[src/rtl/vecmat_tile_sched.sv]
// vecmat_tile_sched
// Runs the 1x16 by 16x10 vector-matrix engine once per K-slice (tile).
// For each tile it:
//   - presents the tile index to the operand buffers,
//   - pulses the engine enable,
//   - waits for the engine to finish (with a timeout),
//   - adds the engine's signed partial sums into wide per-lane accumulators.
// After the last tile it returns the saturated 1xLANES result with a done pulse.
//
// Ports
//   clk         clock, rising edge
//   rst         asynchronous reset, active low
//   start       job request, accepted only in IDLE
//   abort       synchronous cancel of a running job
//   busy        high in every non-IDLE state
//   done        one-cycle pulse while result is valid
//   err         set on engine timeout, cleared by the next accepted start
//   tile_idx    K-slice selector for the operand buffers
//   eng_en      one-cycle engine enable
//   eng_clr     one-cycle engine clear (active high)
//   eng_finish  engine completion level
//   eng_psum    engine partial sums, lane 0 in the MSBs
//   result      final vector, lane 0 in the MSBs
//
// state  | meaning
// -------+----------------------------------------------------------------
// IDLE   | waiting for start; result/err hold the last job's outcome
// ISSUE  | engine enable pulse for the current tile, timeout timer loaded
// WAIT   | waiting for eng_finish (ignored in the first cycle), timer runs
// ACCUM  | add captured partial sums, clear engine, advance or finish
// DONE   | result presented with done pulse

module vecmat_tile_sched #(
   parameter int NUM_TILES = 4,
   parameter int LANES     = 10,
   parameter int PSUM_W    = 16,
   parameter int ACC_W     = 20,
   parameter int OUT_W     = 16,
   parameter int TIMEOUT   = 64,
   localparam int TILE_W   = (NUM_TILES > 1) ? $clog2(NUM_TILES) : 1
) (
   input  logic                      clk,
   input  logic                      rst,
   input  logic                      start,
   input  logic                      abort,
   output logic                      busy,
   output logic                      done,
   output logic                      err,
   output logic [TILE_W-1:0]         tile_idx,
   output logic                      eng_en,
   output logic                      eng_clr,
   input  logic                      eng_finish,
   input  logic [LANES*PSUM_W-1:0]   eng_psum,
   output logic [LANES*OUT_W-1:0]    result
);

   localparam int CNT_W = (TIMEOUT > 1) ? $clog2(TIMEOUT) : 1;
   localparam logic [CNT_W-1:0]        CNT_LOAD  = CNT_W'(TIMEOUT - 1);
   localparam logic [TILE_W-1:0]       LAST_TILE = TILE_W'(NUM_TILES - 1);
   localparam logic signed [ACC_W-1:0] SAT_MAX   = ACC_W'((2 ** (OUT_W - 1)) - 1);
   // In two's complement the most negative value is the bitwise inverse of the most positive.
   localparam logic signed [ACC_W-1:0] SAT_MIN   = ~SAT_MAX;

   typedef enum logic [2:0] {
      S_IDLE  = 3'd0,
      S_ISSUE = 3'd1,
      S_WAIT  = 3'd2,
      S_ACCUM = 3'd3,
      S_DONE  = 3'd4
   } state_t;

   state_t                     state;
   state_t                     state_nxt;
   logic [CNT_W-1:0]           wait_cnt;
   logic [TILE_W-1:0]          tile_idx_q;
   logic                       err_q;
   logic                       clr_q;
   logic [LANES*PSUM_W-1:0]    psum_q;
   logic [LANES*OUT_W-1:0]     result_q;
   logic [LANES*OUT_W-1:0]     sat_vec;
   logic signed [ACC_W-1:0]    acc [LANES];

   logic first_wait;
   logic fin_ok;
   logic tmo_hit;
   logic last_tile;
   logic aborting;

   // The timer is loaded with TIMEOUT-1 in ISSUE, so the loaded value marks the
   // first WAIT cycle (where a finish left over from the previous tile is ignored)
   // and zero marks the TIMEOUT-th WAIT cycle.
   assign first_wait = (wait_cnt == CNT_LOAD);
   assign fin_ok     = eng_finish & ~first_wait;
   assign tmo_hit    = (wait_cnt == '0) & ~fin_ok;
   assign last_tile  = (tile_idx_q == LAST_TILE);
   assign aborting   = abort & (state != S_IDLE);

   function automatic logic signed [ACC_W-1:0] sext_lane(input logic [PSUM_W-1:0] p);
      return {{(ACC_W - PSUM_W){p[PSUM_W-1]}}, p};
   endfunction

   function automatic logic [OUT_W-1:0] sat_lane(input logic signed [ACC_W-1:0] a);
      if (a > SAT_MAX)
         return SAT_MAX[OUT_W-1:0];
      else if (a < SAT_MIN)
         return SAT_MIN[OUT_W-1:0];
      else
         return a[OUT_W-1:0];
   endfunction

   always_comb begin
      sat_vec = '0;
      for (int l = 0; l < LANES; l++)
         sat_vec[(LANES-1-l)*OUT_W +: OUT_W] = sat_lane(acc[l]);
   end

   always_ff @(posedge clk or negedge rst) begin
      if (!rst)
         state <= S_IDLE;
      else
         state <= state_nxt;
   end

   always_comb begin
      state_nxt = state;
      case (state)
         S_IDLE:  if (start) state_nxt = S_ISSUE;
         S_ISSUE: state_nxt = S_WAIT;
         S_WAIT: begin
            if (fin_ok)
               state_nxt = S_ACCUM;
            else if (tmo_hit)
               state_nxt = S_DONE;
         end
         S_ACCUM: state_nxt = last_tile ? S_DONE : S_ISSUE;
         S_DONE:  state_nxt = S_IDLE;
         default: state_nxt = S_IDLE;
      endcase
      if (aborting)
         state_nxt = S_IDLE;
   end

   // An abort in ACCUM or DONE leaves exactly one clear pulse (from clr_q) and no done.
   always_comb begin
      busy    = (state != S_IDLE);
      eng_en  = (state == S_ISSUE);
      eng_clr = clr_q | ((state == S_ACCUM) & ~abort);
      done    = (state == S_DONE) & ~abort;
   end

   always_ff @(posedge clk or negedge rst) begin
      if (!rst) begin
         wait_cnt   <= '0;
         tile_idx_q <= '0;
         err_q      <= 1'b0;
         clr_q      <= 1'b0;
         psum_q     <= '0;
         result_q   <= '0;
         for (int l = 0; l < LANES; l++)
            acc[l] <= '0;
      end else begin
         clr_q <= 1'b0;
         if (aborting) begin
            clr_q <= 1'b1;
         end else begin
            case (state)
               S_IDLE: begin
                  if (start) begin
                     tile_idx_q <= '0;
                     err_q      <= 1'b0;
                     for (int l = 0; l < LANES; l++)
                        acc[l] <= '0;
                  end
               end
               S_ISSUE: wait_cnt <= CNT_LOAD;
               S_WAIT: begin
                  if (fin_ok) begin
                     psum_q <= eng_psum;
                  end else if (tmo_hit) begin
                     err_q <= 1'b1;
                     clr_q <= 1'b1;
                  end else begin
                     wait_cnt <= wait_cnt - CNT_W'(1);
                  end
               end
               S_ACCUM: begin
                  for (int l = 0; l < LANES; l++)
                     acc[l] <= acc[l] + sext_lane(psum_q[(LANES-1-l)*PSUM_W +: PSUM_W]);
                  if (!last_tile)
                     tile_idx_q <= tile_idx_q + TILE_W'(1);
               end
               S_DONE: result_q <= err_q ? '0 : sat_vec;
               default: ;
            endcase
         end
      end
   end

   assign tile_idx = tile_idx_q;
   assign err      = err_q;
   // During DONE the fresh value is shown directly so it is valid alongside done;
   // it is latched into result_q on the way out unless the job is aborted.
   assign result   = (state == S_DONE) ? (err_q ? '0 : sat_vec) : result_q;

endmodule

[config.mk]
export PLATFORM = sky130hd
export DESIGN_NAME = vecmat_tile_sched
export DESIGN_NICKNAME = d
export VERILOG_FILES = /design/src/rtl/vecmat_tile_sched.sv
export SDC_FILE = /design/constraint.sdc
export NUM_CORES = 1
export LEC_CHECK = 0
export BUFFER_PORTS_ARGS = -buffer_cell sky130_fd_sc_hd__clkbuf_2
export CAP_MARGIN = 20
export CORE_MARGIN = 5
export CORE_UTILIZATION = 60
export CTS_CLUSTER_SIZE = 8
export DETAILED_ROUTE_END_ITERATION = 7
export PLACE_DENSITY_LB_ADDON = 0.12
export SYNTH_ARGS = -nofsm -noshare
export SYNTH_HDL_FRONTEND = slang
export SYNTH_SLANG_ARGS = --single-unit
[constraint.sdc]
create_clock -name clk -period 7.1 [get_ports clk]
set_input_delay 0.355 -clock clk [delete_from_list [all_inputs] [get_ports clk]]
set_output_delay 0.355 -clock clk [all_outputs]
set_load 0.01 [all_outputs]
==> impl_summary.log, run 1 <==
INFO  metric most_used_flip_flop_cell_after_synthesis = dfrtp_1
INFO  metric global_route.overflow_total = 0
INFO  metric synth_sequential_area_ratio = a little over two fifths
INFO  metric end_kind = output port
INFO  metric drc = 0
INFO  metric timing.final.setup_violations = 0
INFO  metric number_of_drc_violations_after_detailed_routing_iteration_0 = between 1.5k and 2k
INFO  metric vias = 27.7k
INFO  metric grt_max_degree = 159
INFO  metric min_hold_slack = 0.0294 ns
INFO  metric vias_in_the_first_global_route = approximately 27k
INFO  metric final_cell_count_no_fill = about 4.6k
INFO  metric port-buffer-count = 331
INFO  metric cts_root_buf = clkbuf_16
INFO  metric unrepaired_setup_endpoints_after_global_routing = false
INFO  metric synth_area_per_cell = 8.91 um^2
INFO  metric area.growth.synth_to_final = 18.5%
INFO  metric timing.final.ws_setup = 2.42 ns
INFO  metric post_synthesis_instance_area = 31100 um^2
INFO  metric preCtsSetupSlack = 2.64 ns
INFO  metric floorplan.die.width = 238 um
INFO  metric grt_pass1_wl = 140000 um
INFO  metric mappedNetlistNets = ~3.9k
INFO  metric final_min_period_over_clock_period = 66.0%
INFO  metric worstPathArrival = about 4.3 ns
INFO  metric final.setup_skew = 0.0216 ns
INFO  metric cts.sinks = 533
INFO  metric post_detailed_route_via_to_cell_ratio = 6.01
INFO  metric hold_class = input pin to flip-flop
INFO  metric post-layout-total-power = 12.7 mW
INFO  metric synth_cells = 3493
INFO  metric placement_rows = 83
INFO  metric max-vdd-ir-drop = 219 uV
INFO  metric total_instance_count_after_detailed_placement = 4363
INFO  metric leakagePower = 18.3 nW
INFO  metric final_nets = 4288
INFO  metric clock_tree_from_tritoncts = yes
INFO  metric cts_buffers = 76
INFO  metric route.final.wire_length = 87100 um
INFO  metric setup-tns-final = 0 ns
INFO  metric die_area = 56500 um^2
INFO  metric grt_antenna_before_repair = 5
INFO  metric grt.total_usage = between 20 and 30%
INFO  metric drt-wirelength-per-cell = 18.9 um
INFO  metric design_area = about 37000 um^2
INFO  metric max_cap_violations = 0
INFO  metric ys_seq_elements = ~530
INFO  metric layout_min_cycle_time = between 4 and 5 ns
INFO  metric synth_cell_type_count = 82
INFO  metric dpl.hpwl = 57800 um
INFO  metric first_pass_iters = 7
INFO  metric clk_path_buf_depth = 3
INFO  metric worstPathMaxFanout = 90
INFO  metric clk_transition_reported_paths = 0.05 ns
INFO  metric yosysWarningCount = 0
INFO  metric max-slew-margin-rel = 24.9%
INFO  metric timing_hold_violations_final = 0
INFO  metric synth_async_sr_flop_share = 100%
INFO  metric clk_latency = 0.61 ns
INFO  metric worstMarginPinSlew = 1.12 ns
INFO  metric finish.utilization = 71.9%
INFO  metric synth_edf_count = 0
INFO  metric core_area = 51300 um^2
INFO  metric floorplan.io_pins = 332
INFO  metric layout-drive-gt1-share = roughly an eighth
INFO  metric starting_utilization_of_the_core_area = 60.6%
INFO  metric crit_path_start_kind = flip-flop
INFO  metric outcome = finished clean
INFO  metric fmax = 0.214 GHz
INFO  metric critPathKind = flip-flop to output port
INFO  metric maxSlewViolCount = 0
INFO  metric worst-r2r-setup-slack = around 3 ns
INFO  metric cts.htree.levels = 3
INFO  metric required = 6.74 ns
INFO  metric dieHeight = between 200 and 250 um
INFO  metric antenna_left = 0
INFO  metric dpl_cell_area = 33300 um^2
INFO  metric globalplace.congestion = 0.946
INFO  metric powerDensity = 345 nW/um^2
## sequential cells by signal (all words and copies together), names as in the netlist
| signal | count |
|---|---|
| err | 1 |
| wait_cnt | 6 |
| result_q | 160 |
| clr_q | 1 |
| acc | 200 |
| psum_q | 160 |
| tile_idx | 2 |
| state | 3 |
## report_power, final
group | switching (mW) | leakage, nW | internal (mW)
sequential | 0.719 | 7.20 | 3.85
combinational | 3.03 | 10.2 | 1.91
clock | 1.29 | 0.980 | 1.91
## repair_timing
item,in CTS,in global routing
hold buffers,151,0
endpoints found under the hold margin,228,0
gates resized for setup,0,0
setup buffers,0,0
## layer usage
| metal | share of wire, % | GRT usage (%) | vias to the layer above | routed length, um |
|---|---|---|---|---|
| met5 | 0.015 | 0 | - | 13 |
| met4 | 3.7 | 11.8 | 2 | 3180 |
| met3 | 6.0 | 5.52 | 233 | 5200 |
| met2 | 48 | 49.3 | 947 | 41400 |
| met1 | 43 | 39.7 | 13444 | 37300 |
| li1 | - | - | 13120 | - |
## final cells by class
class	instances	area, um^2
inverters	68	255
repair buffers	516	3500
flip-flops and latches	533	13300
fillers	3862	14400
clock inverters	6	52.6
clock buffers	80	1940
well taps	680	851
diodes	6	15.0
multi-input cells	2724	16900
## final timing paths
kind	endpoint	cells past startpoint	start
max	result[98]	7	state[0]
min reg2reg	result_q[10]	2	result_q[10]
min in group asynchronous	result_q[156]	2	rst
min	psum_q[78]	2	eng_psum[78]
max reg2reg	result_q[99]	6	state[0]
max in group asynchronous	acc[147]	3	rst
## worst max-delay path: stages, from the launching register on
cell,delay [ns]
dfrtp_1,0.46
nor2_1,0.28
nand2_4,0.57
or2_1,0.81
a21oi_1,0.98
o21ai_0,0.28
nand2_1,0.16
clkbuf_2,0.15
## cells by family (layout without fill, tap and decap cells)
logic type,Yosys count,in the layout,share of synthesized area (%)
compound gates,997,997,19.0
xor+xnor,148,148,4.17
other cells,0,6,0
buf+inv,236,670,2.92
mux,173,173,6.25
fa+ha+maj,204,204,8.44
simple gates,1202,1202,16.3
flops,533,533,42.9
## cell usage in the layout (no fill, tap or decap), drive strengths merged, types with 13 or more instances in the layout
cell,count
nand2,703
o21ai,549
dfrtp,533
clkbuf,410
nor2,246
ha,194
mux2,171
a21oi,152
dlygate4sd3,151
xor2,86
inv,74
a21o,68
xnor2,62
nand3,42
nor3,38
nand2b,35
nor2b,35
buf,35
nand4,29
or3,28
a22o,24
a31oi,23
o21a,19
a211o,16
o31ai,15
nor4,14
o22ai,14
a211oi,13
o211ai,13
o21bai,13
## synth_stat cells (13+ instances only)
cell	count	area, um^2
a211o_1	16	140
a211oi_1	13	97.6
a21o_1	68	510
a21oi_1	151	756
a22o_1	24	210
a31oi_1	23	144
clkbuf_1	144	541
dfrtp_1	533	13300
ha_1	194	2430
inv_1	67	251
mux2_1	168	1890
nand2_1	703	2640
nand2b_1	35	219
nand3_1	42	210
nand4_1	29	181
nor2_1	244	916
nor2b_1	35	219
nor3_1	38	190
nor4_1	14	87.6
o21a_1	19	143
o21ai_0	274	1370
o21ai_1	275	1380
o22ai_1	13	81.3
o31ai_1	14	105
or3_1	27	169
xnor2_1	62	543
xor2_1	86	753
(Power assumes the default switching activity.)
==> run 2: changes to the inputs <==
--- a/config.mk
+++ b/config.mk
@@ -8,7 +8,7 @@
 export BUFFER_PORTS_ARGS = -buffer_cell sky130_fd_sc_hd__clkbuf_2
 export CAP_MARGIN = 20
 export CORE_MARGIN = 5
-export CORE_UTILIZATION = 60
+export CORE_UTILIZATION = 54
 export CTS_CLUSTER_SIZE = 8
 export DETAILED_ROUTE_END_ITERATION = 7
 export PLACE_DENSITY_LB_ADDON = 0.12
==> constraint.sdc (replaced) <==
create_clock -name clk -period 3.9 [get_ports clk]
set_input_delay 0.195 -clock clk [delete_from_list [all_inputs] [get_ports clk]]
set_output_delay 0.195 -clock clk [all_outputs]
set_load 0.01 [all_outputs]
==> run 2 against run 1 <==
Effect of this change: hold slack gained 0.090 ns; final cell count increased by 2.3%; utilization shrank 6.8 points; largest power group unchanged; sequential share of layout area is 0.45 points lower; worst setup slack got worse by 2.0 ns; combinational power rose by 84%; register-to-register slack worse by 2.1 ns; sequential power increased by 81%; clock power rose by 87%; sequential cell count is the same; via count down 0.90%; cell area up 1.3%; highest routed layer unchanged.
==> impl_summary.log, run 2 (same netlist as run 1, synthesis figures left out) <==
INFO  metric layout.filler_cells = 4697
INFO  metric timing.final.ws_setup = ~0.42 ns
INFO  metric layout_common_cells = nand2_1 (701), dfrtp_1 (533), clkbuf_2 (330)
INFO  metric starting_utilization_of_the_core_area = between 50% and 60%
INFO  metric clock_tree_from_tritoncts = yes
INFO  metric grt_pass1_wl = 144000 um
INFO  metric max-vdd-ir-drop = 418 uV
INFO  metric first_pass_iters = 6
INFO  metric maxSlewViolCount = 0
INFO  metric max_cap_violations = 0
INFO  metric number_of_drc_violations_after_detailed_routing_iteration_0 = 1965
INFO  metric grt.total_usage = 27.6%
INFO  metric required = between 3 and 4 ns
INFO  metric dieHeight = 250 um
INFO  metric antenna_left = 0
INFO  metric port-buffer-count = around 330
INFO  metric ff2ff_path_depth = 11
INFO  metric layout_min_cycle_time = 3.48 ns
INFO  metric floorplan.io_pins = 332
INFO  metric globalplace.congestion = a little over 0.9
INFO  metric worstPathArrival = 3.29 ns
INFO  metric leakagePower = 18.5 nW
INFO  metric critPathKind = flip-flop to output port
INFO  metric final.setup_skew = 0.0336 ns
INFO  metric route.final.wire_length = 88200 um
INFO  metric reg_top3 = acc x200, psum_q x160, result_q x160
INFO  metric post-cts-setup-buffers = 0
INFO  metric r2r_start = acc[180]
INFO  metric timing.final.setup_violations = 0
INFO  metric hold_class = input pin to flip-flop
INFO  metric worst-r2r-setup-slack = just over 0.8 ns
INFO  metric core_area = between 50000 and 60000 um^2
INFO  metric grt_antenna_before_repair = 4
INFO  metric post_detailed_route_via_to_cell_ratio = around 5.8
INFO  metric setup-tns-final = 0 ns
INFO  metric vias = 27.5k
INFO  metric cts_root_buf = clkbuf_16
INFO  metric layout-drive-gt1-share = 12.4%
INFO  metric min_to = err
INFO  metric hold_path.startpoint = abort
INFO  metric final_nets = 4314
INFO  metric floorplan.die.width = 250 um
INFO  metric max_flop_register = acc
INFO  metric grt_max_degree = between 100 and 150
INFO  metric area.growth.synth_to_final = 20.0%
INFO  metric drc = 0
INFO  metric post-layout-total-power = 23.4 mW
INFO  metric seqCellArea = 13300 um^2
INFO  metric area_of_the_multi_input_gates = 16900 um^2
INFO  metric design_area = 37300 um^2
INFO  metric outcome = finished clean
INFO  metric holdPathStages = 3
INFO  metric clk_latency = 0.62 ns
INFO  metric preCtsSetupSlack = 0.812 ns
INFO  metric dpl.hpwl = 58900 um
INFO  metric timing_hold_violations_final = 0
INFO  metric drt-wirelength-per-cell = 18.7 um
INFO  metric die_area = between 60000 and 70000 um^2
INFO  metric vias_in_the_first_global_route = 27.3k
INFO  metric placement_rows = 88
INFO  metric dpl_cell_area = 33600 um^2
INFO  metric max-slew-margin-rel = approximately 33%
INFO  metric cts.sinks = 533
INFO  metric leading_cell_type_in_the_layout_fill_and_taps_excluded = nand2_1
INFO  metric clk_transition_reported_paths = around 0.050 ns
INFO  metric end_kind = output port
INFO  metric clk_path_buf_depth = 3
INFO  metric worstMarginPinSlew = 1.01 ns
INFO  metric fmax = 0.287 GHz
INFO  metric final_min_period_over_clock_period = 89.3%
INFO  metric largest_register_ff_count = 200
INFO  metric worstPathMaxFanout = 37
INFO  metric timing.rr.end = acc[196]
INFO  metric unrepaired_setup_endpoints_after_global_routing = false
INFO  metric cts.htree.levels = 3
INFO  metric global_route.overflow_total = 0
INFO  metric crit_path_start_kind = flip-flop
INFO  metric powerDensity = 626 nW/um^2
INFO  metric cts_buffers = 76
==> run 2: cell types whose count changed in the layout (fill, tap and decap cells not counted), sizes merged <==
cell / delta
buf: +14
clkbuf: +1
clkinv: +2
diode: -4
dlygate4sd3: +12
inv: -4
==> run 2: worst max-delay path by stage <==
stage	end	slack, ns	cells after the start	from
after global placement	acc[196]	0.88	11	acc[180]
after global routing	result[34]	0.29	8	state[0]
final	result[34]	0.42	8	state[0]
after floorplan	acc[196]	1.14	11	acc[180]
after detailed placement	result_q[64]	0.81	7	state[0]
after CTS	result[76]	0.35	8	state[0]
==> run 2: layout make-up <==
type	instances	area share, %
multi-input combinational	2724	45.3
sequential	533	35.7
timing repair buffer	542	10.2
clock buffer	81	5.34
tap	765	2.56
inverter	68	0.684
clock inverter	4	0.134
antenna	2	0.0134
==> run 2: worst max-delay path, stage by stage, from the launching register on <==
cell      delay [ns]
dfrtp_1         0.46
nor2_1          0.26
nand2_4         0.31
or2_1           0.70
a21oi_1         0.32
buf_4           0.24
o21ai_0         0.11
nand2_1         0.12
clkbuf_2        0.16
==> run 2: timing repair <==
item,4_1_cts,5_1_grt
endpoints found under the hold margin,256,0
hold buffers,163,0
resized for setup,0,0
==> run 2: routing by layer <==
metal  share of wire, %  GRT usage [%]  vias up
met4                2.7           8.25        2
li1                   -              -    13162
met1                 42           35.8    13355
met5             0.0079              0        -
met3                6.7           6.05      165
met2                 48           46.8      813
==> run 2: stage by stage <==
step | util, % | instances | hold slack (ns)
2_1_floorplan | - | 3493 | -0.101
3_3_place_gp | 58.6 | 4468 | 0.319
3_5_place_dp | 58.6 | 4468 | 0.323
4_1_cts | 65.0 | 4716 | 0.0830
5_1_grt | 65.1 | 4719 | 0.107
6_report | 65.1 | 4719 | 0.120
==> run 2: power breakdown <==
part / switching [mW] / internal (mW)
logic: 5.55 / 3.54
clock network: 2.41 / 3.57
registers: 1.28 / 7.01
